[config.mk]
export PLATFORM = sky130hd
export DESIGN_NAME = hpdcache_sram_ctrl
export DESIGN_NICKNAME = d
export VERILOG_FILES = /design/src/rtl/hpdcache_sram_ctrl_pkg.sv /design/src/rtl/hpdcache_sram_ctrl_rsp_fifo.sv /design/src/rtl/hpdcache_sram_ctrl.sv
export SDC_FILE = /design/constraint.sdc
export NUM_CORES = 1
export LEC_CHECK = 0
export CORE_AREA = 3 3 420 422
export DETAILED_ROUTE_END_ITERATION = 10
export DIE_AREA = 0 0 423 425
export SLEW_MARGIN = 20
export SYNTH_ARGS = -nofsm -noshare
export SYNTH_HDL_FRONTEND = slang
export SYNTH_SLANG_ARGS = --single-unit
[constraint.sdc]
create_clock -name clk -period 52.8 [get_ports clk]
set_input_delay 13.2 -clock clk [delete_from_list [all_inputs] [get_ports clk]]
set_output_delay 13.2 -clock clk [all_outputs]
set_load 0.005 [all_outputs]
[src/rtl/hpdcache_sram_ctrl_pkg.sv]
// Shared types and constants for the HPDcache SRAM controller.
// HPDCACHE_SRAM_CTRL_INIT_EN adds the INIT state used by the post-reset zeroing sweep.
package hpdcache_sram_ctrl_pkg;

    localparam int RSP_FIFO_DEPTH = 2;
    localparam int RSP_CNT_W      = $clog2(RSP_FIFO_DEPTH + 1);
    localparam int RSP_PTR_W      = $clog2(RSP_FIFO_DEPTH);

    typedef enum logic [1:0] {
        IDLE,
        RMW_WR
`ifdef HPDCACHE_SRAM_CTRL_INIT_EN
        ,
        INIT
`endif
    } state_e;

endpackage

[src/rtl/hpdcache_sram_ctrl_rsp_fifo.sv]
// Two-entry first-word fall-through response FIFO; an incoming word bypasses straight to
// the head when the FIFO is empty, so read data is visible the cycle it leaves the SRAM.
module hpdcache_sram_ctrl_rsp_fifo
    import hpdcache_sram_ctrl_pkg::*;
#(
    parameter int DATA_SIZE = 256
) (
    input  logic                 clk,
    input  logic                 rst_n,
    input  logic                 push,
    input  logic [DATA_SIZE-1:0] push_data,
    input  logic                 pop,
    output logic                 valid,
    output logic [DATA_SIZE-1:0] head,
    output logic [RSP_CNT_W-1:0] count
);

    logic [DATA_SIZE-1:0] mem [RSP_FIFO_DEPTH];
    logic [RSP_PTR_W-1:0] wr_ptr_q;
    logic [RSP_PTR_W-1:0] rd_ptr_q;
    logic [RSP_CNT_W-1:0] count_q;
    logic                 empty;
    logic                 do_pop;
    logic                 store;
    logic                 drain;

    assign empty  = (count_q == '0);
    assign valid  = push || !empty;
    assign head   = empty ? push_data : mem[rd_ptr_q];
    assign do_pop = pop && valid;
    // A word pushed and popped in the same cycle while empty is never stored.
    assign store  = push && !(do_pop && empty);
    assign drain  = do_pop && !empty;
    assign count  = count_q;

    // NOTE: sequential state uses non-blocking assignments so every flop samples pre-edge values.
    always_ff @(posedge clk) begin
        if (!rst_n) begin
            wr_ptr_q <= '0;
            rd_ptr_q <= '0;
            count_q  <= '0;
        end else begin
            if (store) wr_ptr_q <= wr_ptr_q + RSP_PTR_W'(1);
            if (drain) rd_ptr_q <= rd_ptr_q + RSP_PTR_W'(1);
            count_q <= count_q + RSP_CNT_W'(push) - RSP_CNT_W'(do_pop);
        end
    end

    // NOTE: storage is not reset; count_q alone decides which entries are meaningful.
    always_ff @(posedge clk) begin
        if (store) mem[wr_ptr_q] <= push_data;
    end

    no_overflow: assert property (@(posedge clk) disable iff (!rst_n)
        !(push && !do_pop && count_q == RSP_CNT_W'(RSP_FIFO_DEPTH)));

endmodule

[src/rtl/hpdcache_sram_ctrl.sv]
// HPDcache SRAM controller: valid/ready requests in, 1RW SRAM cycles out, byte-enable writes by
// read-modify-write. Defining HPDCACHE_SRAM_CTRL_INIT_EN zeroes the whole SRAM after reset.
module hpdcache_sram_ctrl
    import hpdcache_sram_ctrl_pkg::*;
#(
    parameter int ADDR_SIZE = 8,
    parameter int DATA_SIZE = 256,
    parameter int DEPTH     = 2**ADDR_SIZE,
    parameter int BE_SIZE   = DATA_SIZE/8
) (
    input  logic                 clk,
    input  logic                 rst_n,
    input  logic                 req_valid,
    output logic                 req_ready,
    input  logic                 req_we,
    input  logic [ADDR_SIZE-1:0] req_addr,
    input  logic [DATA_SIZE-1:0] req_wdata,
    input  logic [BE_SIZE-1:0]   req_be,
    output logic                 rsp_valid,
    input  logic                 rsp_ready,
    output logic [DATA_SIZE-1:0] rsp_rdata,
    output logic                 busy,
    output logic                 sram_cs,
    output logic                 sram_we,
    output logic [ADDR_SIZE-1:0] sram_addr,
    output logic [DATA_SIZE-1:0] sram_wdata,
    input  logic [DATA_SIZE-1:0] sram_rdata
);

    state_e               state_q;
    logic                 run_q;
    logic                 rd_inflight_q;
    logic [ADDR_SIZE-1:0] addr_q;
    logic [DATA_SIZE-1:0] wdata_q;
    logic [BE_SIZE-1:0]   be_q;
    logic [DATA_SIZE-1:0] merged;
    logic [RSP_CNT_W-1:0] fifo_count;
    logic                 fifo_valid;
    logic                 credit_ok;
    logic                 req_hs;
    logic                 null_wr;
    logic                 full_wr;
    logic                 part_wr;
`ifdef HPDCACHE_SRAM_CTRL_INIT_EN
    localparam logic [ADDR_SIZE-1:0] INIT_LAST = ADDR_SIZE'(DEPTH - 1);
    logic [ADDR_SIZE-1:0] init_addr_q;
`endif

    // Credits cover both queued words and the read whose data arrives next cycle.
    assign credit_ok = (int'(fifo_count) + int'(rd_inflight_q)) < RSP_FIFO_DEPTH;
    assign req_ready = rst_n && run_q && (state_q == IDLE) && credit_ok;
    assign req_hs    = req_valid && req_ready;
    assign null_wr   = req_we && (req_be == '0);
    assign full_wr   = req_we && (&req_be);
    assign part_wr   = req_we && !null_wr && !full_wr;
    assign busy      = rst_n && (state_q != IDLE);
    assign rsp_valid = rst_n && fifo_valid;

    always_comb begin
        merged = sram_rdata;
        for (int b = 0; b < BE_SIZE; b++) begin
            if (be_q[b]) merged[8*b +: 8] = wdata_q[8*b +: 8];
        end
    end

    // NOTE: every output gets a default first so no latch is inferred.
    always_comb begin
        sram_cs    = 1'b0;
        sram_we    = 1'b0;
        sram_addr  = req_addr;
        sram_wdata = req_wdata;
        // The SRAM is held quiet while rst_n is low, so a reset aborts a pending RMW write.
        if (rst_n) begin
            case (state_q)
                IDLE: begin
                    if (req_hs && !null_wr) begin
                        sram_cs = 1'b1;
                        sram_we = full_wr;
                    end
                end
                RMW_WR: begin
                    sram_cs    = 1'b1;
                    sram_we    = 1'b1;
                    sram_addr  = addr_q;
                    sram_wdata = merged;
                end
`ifdef HPDCACHE_SRAM_CTRL_INIT_EN
                INIT: begin
                    sram_cs    = 1'b1;
                    sram_we    = 1'b1;
                    sram_addr  = init_addr_q;
                    sram_wdata = '0;
                end
`endif
                default: ;
            endcase
        end
    end

    always_ff @(posedge clk) begin
        if (!rst_n) begin
            state_q       <= IDLE;
            run_q         <= 1'b0;
            rd_inflight_q <= 1'b0;
`ifdef HPDCACHE_SRAM_CTRL_INIT_EN
            init_addr_q   <= '0;
`endif
        end else begin
            run_q         <= 1'b1;
            rd_inflight_q <= req_hs && !req_we;
            case (state_q)
                IDLE: begin
`ifdef HPDCACHE_SRAM_CTRL_INIT_EN
                    if (!run_q) begin
                        state_q     <= INIT;
                        init_addr_q <= '0;
                    end else
`endif
                    if (req_hs && part_wr) state_q <= RMW_WR;
                end
                RMW_WR: state_q <= IDLE;
`ifdef HPDCACHE_SRAM_CTRL_INIT_EN
                INIT: begin
                    init_addr_q <= init_addr_q + ADDR_SIZE'(1);
                    if (init_addr_q == INIT_LAST) state_q <= IDLE;
                end
`endif
                default: state_q <= IDLE;
            endcase
        end
    end

    always_ff @(posedge clk) begin
        if (req_hs && part_wr) begin
            addr_q  <= req_addr;
            wdata_q <= req_wdata;
            be_q    <= req_be;
        end
    end

    hpdcache_sram_ctrl_rsp_fifo #(
        .DATA_SIZE (DATA_SIZE)
    ) u_rsp_fifo (
        .clk       (clk),
        .rst_n     (rst_n),
        .push      (rd_inflight_q),
        .push_data (sram_rdata),
        .pop       (rsp_ready),
        .valid     (fifo_valid),
        .head      (rsp_rdata),
        .count     (fifo_count)
    );

    addr_in_range: assert property (@(posedge clk) disable iff (!rst_n)
        !sram_cs || (int'(sram_addr) < DEPTH));

endmodule

# Word level (Yosys, flattened, before mapping)
# Memories as Yosys holds them, arrays and structs flattened. A register that Yosys moved wholly into a read port is not among the register bits.
# Cells that the tools add are included.
# word_totals
regBits	303
output_inout_bits	525
elab_cells	92
ram_bits	512
input_bits	557
memories	1
# op_classes
reduce_logical	28
addsub	5
mux	48
n_lt_le_gt_ge	1
# mem_list
name	words	word_bits	rd	rd_clocked_by_memory_dff	write_ports	line_no	text
u_rsp_fifo.mem	2	256	1	1	1	hpdcache_sram_ctrl_rsp_fifo.sv:18	logic [DATA_SIZE-1:0] mem [RSP_FIFO_DEPTH];
# ops
op	n
$mux W256	3
$mux W8	34
$logic_not A32 Y1	1
$reduce_and A32 Y1	1
$logic_and A1 B1 Y1	17
$mux W1	9
$logic_not A1 Y1	5
$logic_not A2 Y1	2
$pmux W1 S2	2
$add A2 B1 Y3	1
$lt A3 B2 Y1 const B	1
$add A1 B1 Y1 const B	2
$add A2 B1 Y2	1
$reduce_and A2 Y1	1
$sub A2 B1 Y2	1
$logic_or A1 B1 Y1	1

# Longest topological paths before layout
# logic_depth
word_depth	9
ltp_mapped	7
ltp_nobuf	7

# Cells and area by module
# From an unflattened synthesis, not the netlist that was laid out.
# hier_totals
cells_unflattened	2611
hier_area_um2	35701.7
# modules_own_cells
mod	instances	cells_each	area_per_inst_um2
hpdcache_sram_ctrl_rsp_fifo	1	1394	21241.6
hpdcache_sram_ctrl	1	1217	14460.1

# Worst setup path before layout
# OpenSTA, ideal clock, no wires.
# synth_path
path_type	input-to-reg
start	input rst_n
end	register addr_q[0], enable pin
setup_slack_ns	7.377
setup_ns	1.782
stages	4
arrival_ns	43.641
required_time_ns	51.018
cell_sequence	nand4bb_1 a21oi_1 nand2_1 nor4b_1
# synth_via
elab_chain_cells	5
# synth_lines
element	line_no	text
from (decl)	hpdcache_sram_ctrl.sv:12	input logic rst_n,
$logic_and A1 B1 Y1 (3 in series)	hpdcache_sram_ctrl.sv:51	assign req_ready = rst_n && run_q && (state_q == IDLE) && credit_ok;
net req_ready	hpdcache_sram_ctrl.sv:14	output logic req_ready,
$logic_and A1 B1 Y1	hpdcache_sram_ctrl.sv:52	assign req_hs = req_valid && req_ready;
$logic_and A1 B1 Y1	hpdcache_sram_ctrl.sv:134	if (req_hs && part_wr) begin
to (signal assigned)	hpdcache_sram_ctrl.sv:135	addr_q <= req_addr;
to (decl)	hpdcache_sram_ctrl.sv:33	logic [ADDR_SIZE-1:0] addr_q;
# The timed path passes the listed nets, and every way through them passes these cells.
# A chain may end at the register's enable or synchronous reset.

# Final worst setup path
# layout_path
start	input rst_n
end	output sram_addr[6]
# layout_via
elab_chain_cells	1
# layout_lines
element	line_no	text
$mux W8	hpdcache_sram_ctrl.sv:73	if (rst_n) begin
to (decl)	hpdcache_sram_ctrl.sv:25	output logic [ADDR_SIZE-1:0] sram_addr,
# Every way passes these cells.

==> results.md <==
* Worst skew pair latency at 0.72 ns
* Core box area at 173400 µm²
* Post-synth top area share at 68.45%
* Layout Nets at 4215
* RSZ-0062 raised after global routing: no
* Post-DR vias/cell at 4.319
* First-pass GRT wire length at 221.5 mm
* Clock Path Buffers at 3
* Post-synthesis sequential area ratio at 68.90%
* # hold bufs at CTS at 0
* Worst setup EP type: output pin
* Async set-reset flop share out of synthesis at 0%
* Cells along the critical path: clkdlybuf4s50_1 > nand2_8 > buf_4 > clkinv_1 > nand2_1 > nand2_1 > clkdlybuf4s50_1
* Clk sink count at 816
* Htree depth at 3
* Setup Buffers After CTS at 0
* Synth Flop Type: edfxtp_1
* Final ANT Viol Nets at 0
* Synth cell types at 32
* Worst Skew at 0.04842 ns
* Status: finished clean
* PwrDens at 37.99 nW/µm²
* Max IR drop VDD at 0.00002683 V
* DR iter-0 viols at 2322
* Hold Fails Final Rpt at 0
* Full die area at 179800 µm²
* Vias in the first global route at 25240
* Post-DR wirelength/cell at 27.92 µm
* Arrival @ worst endpoint at 16.66 ns
* Placed cells at 5879
* GR Overflow Total at 0
* Die span in y at 425 µm
* Fin area at 51840 µm²
* DRC viols at 0
* Post-route setup slack at 22.94 ns
* Leakage at 18.14 nW
* CTS resizes at 0
* Drt pass-1 iters at 5
* CP Max Fanout at 96
* Non-filler cells, final at 6081
* #FFs+latches synth at 816
* Max-Cap Viols at 0
* Top-count cell post-synth: edfxtp_1
* DP Area at 48560 µm²
* Syn. warnings at 0
* CP Launch Type: input pin
* Setup violations, final at 0
* Post-layout util at 29.89%
* Overall power at 1.969 mW
* Boundary Pins at 1082
* Worst min path class: reg2reg
* Area grow syn2layout at 46.25%
* Mapped cell area at 35450 µm²
* CTS Buf Count at 100
* Pin count of the biggest net entering global routing at 142
* Chip Width at 423 µm
* CP Class: in2out
* Top cells by area, synth: edfxtp_1, mux2i_1, o21ai_0, nand2_1, o21ai_1
* Worst Max-Slew Pin Slew at 1.099 ns
* CP required at 39.60 ns
* GP Congestion at 1.032
* Slew Viols, Final at 0
* Row count at 153
* Min cycle time layout at 29.86 ns
* CTS Root Buffer Type: clkbuf_16
* Net Count, Synth at 3166
* Post-Route WL at 169.8 mm
* Share of cells above drive strength 1 at 5.033%
* Clk slew on worst S/H paths at 0.06 ns
* Pre-CTS setup slack at 22.86 ns
* Cell taking the most area after synthesis: edfxtp_1
* CTS tree: yes
* Via Count at 26260
* Synth Area per Inst at 13.60 µm²
* Worst hold slack at 0.5851 ns
* CP max stage delay at 0.87 ns
* F_max at 0.03349 GHz
* Fin crit share at 56.56%
* Post-synth EDFFs at 808
* Synth Instances at 2607
* Port bufs at 1081
* GRT Util Overall at 17.96%
* Initial Util at 20.44%
* HPWL Detailed at 131.4 mm
* Final setup TNS at 0 ns
* Normalized max-slew margin at 26.72%
* Initial antenna violation count at 54
* Slowest stage cell, crit path: buf_4
* Commonest cells in the netlist: edfxtp_1, nand2_1, mux2i_1
==> area by class of cell <==
class / count / area, µm²
diodes: 21 / 52.55
fillers: 17610 / 121600
repair buffers: 1121 / 11130
inverters: 4 / 15.01
well taps: 2325 / 2909
clock buffers: 129 / 2633
clock inverters: 52 / 598.1
flip-flops and latches: 816 / 24430
multi-input cells: 1613 / 10080
==> sequential cells by signal, indices dropped and copies added (netlist names), named ones only <==
| signal | cells |
|---|---|
| wdata_q | 256 |
| state_q | 1 |
| addr_q | 8 |
| u_rsp_fifo.wr_ptr_q | 1 |
| run_q | 1 |
| u_rsp_fifo.rd_ptr_q | 1 |
| be_q | 32 |
| u_rsp_fifo.mem | 512 |
| rd_inflight_q | 1 |
| u_rsp_fifo.count | 2 |
==> report_power, final <==
| part | switching [mW] | internal (mW) |
|---|---|---|
| combinational | 0.275 | 0.259 |
| clock | 0.293 | 0.394 |
| sequential | 0.0171 | 0.732 |
==> final timing paths <==
check / startpoint / to / slack, ns / depth (start not counted)
max: rst_n / sram_addr[6] / 22.94 / 7
min: u_rsp_fifo.rd_ptr_q / flop / 0.59 / 2
max reg2reg: u_rsp_fifo.count[1] / wdata_q[251] / 48.12 / 8
min reg2reg: u_rsp_fifo.rd_ptr_q / flop / 0.59 / 2
==> metal layers <==
metal	part of all wire (%)	global-route usage (%)
met5	0.084	0
met4	3.2	7.054
met3	8.1	5.528
met2	49	30.21
met1	39	21.39
==> cells by family after synthesis <==
family	share of synthesized area (%)
DFF	68.90
and+or+nand+nor	6.389
AOI/OAI and AO/OA	7.356
muxes	14.46
buffers and inverters	2.753
xor gates and xnor gates	0.07414
adders and majority gates	0.07058
==> layout by cell type, fill, tap and decap left out, types with 9 or more instances in the layout <==
master              n
buf_4              38
clkbuf_1           28
clkbuf_16         101
clkdlybuf4s50_1  1081
clkinv_1           14
clkinv_2           12
diode_2            21
edfxtp_1          808
mux2i_1           512
nand2_1           539
nand4_1             9
o21ai_0           432
o21ai_1            82
==> worst max-delay path: cells and delay by family <==
family | cells | cell delay [ns]
buf+inv | 4 | 2.59
simple gates | 3 | 0.73
(Power assumes the default switching activity.)
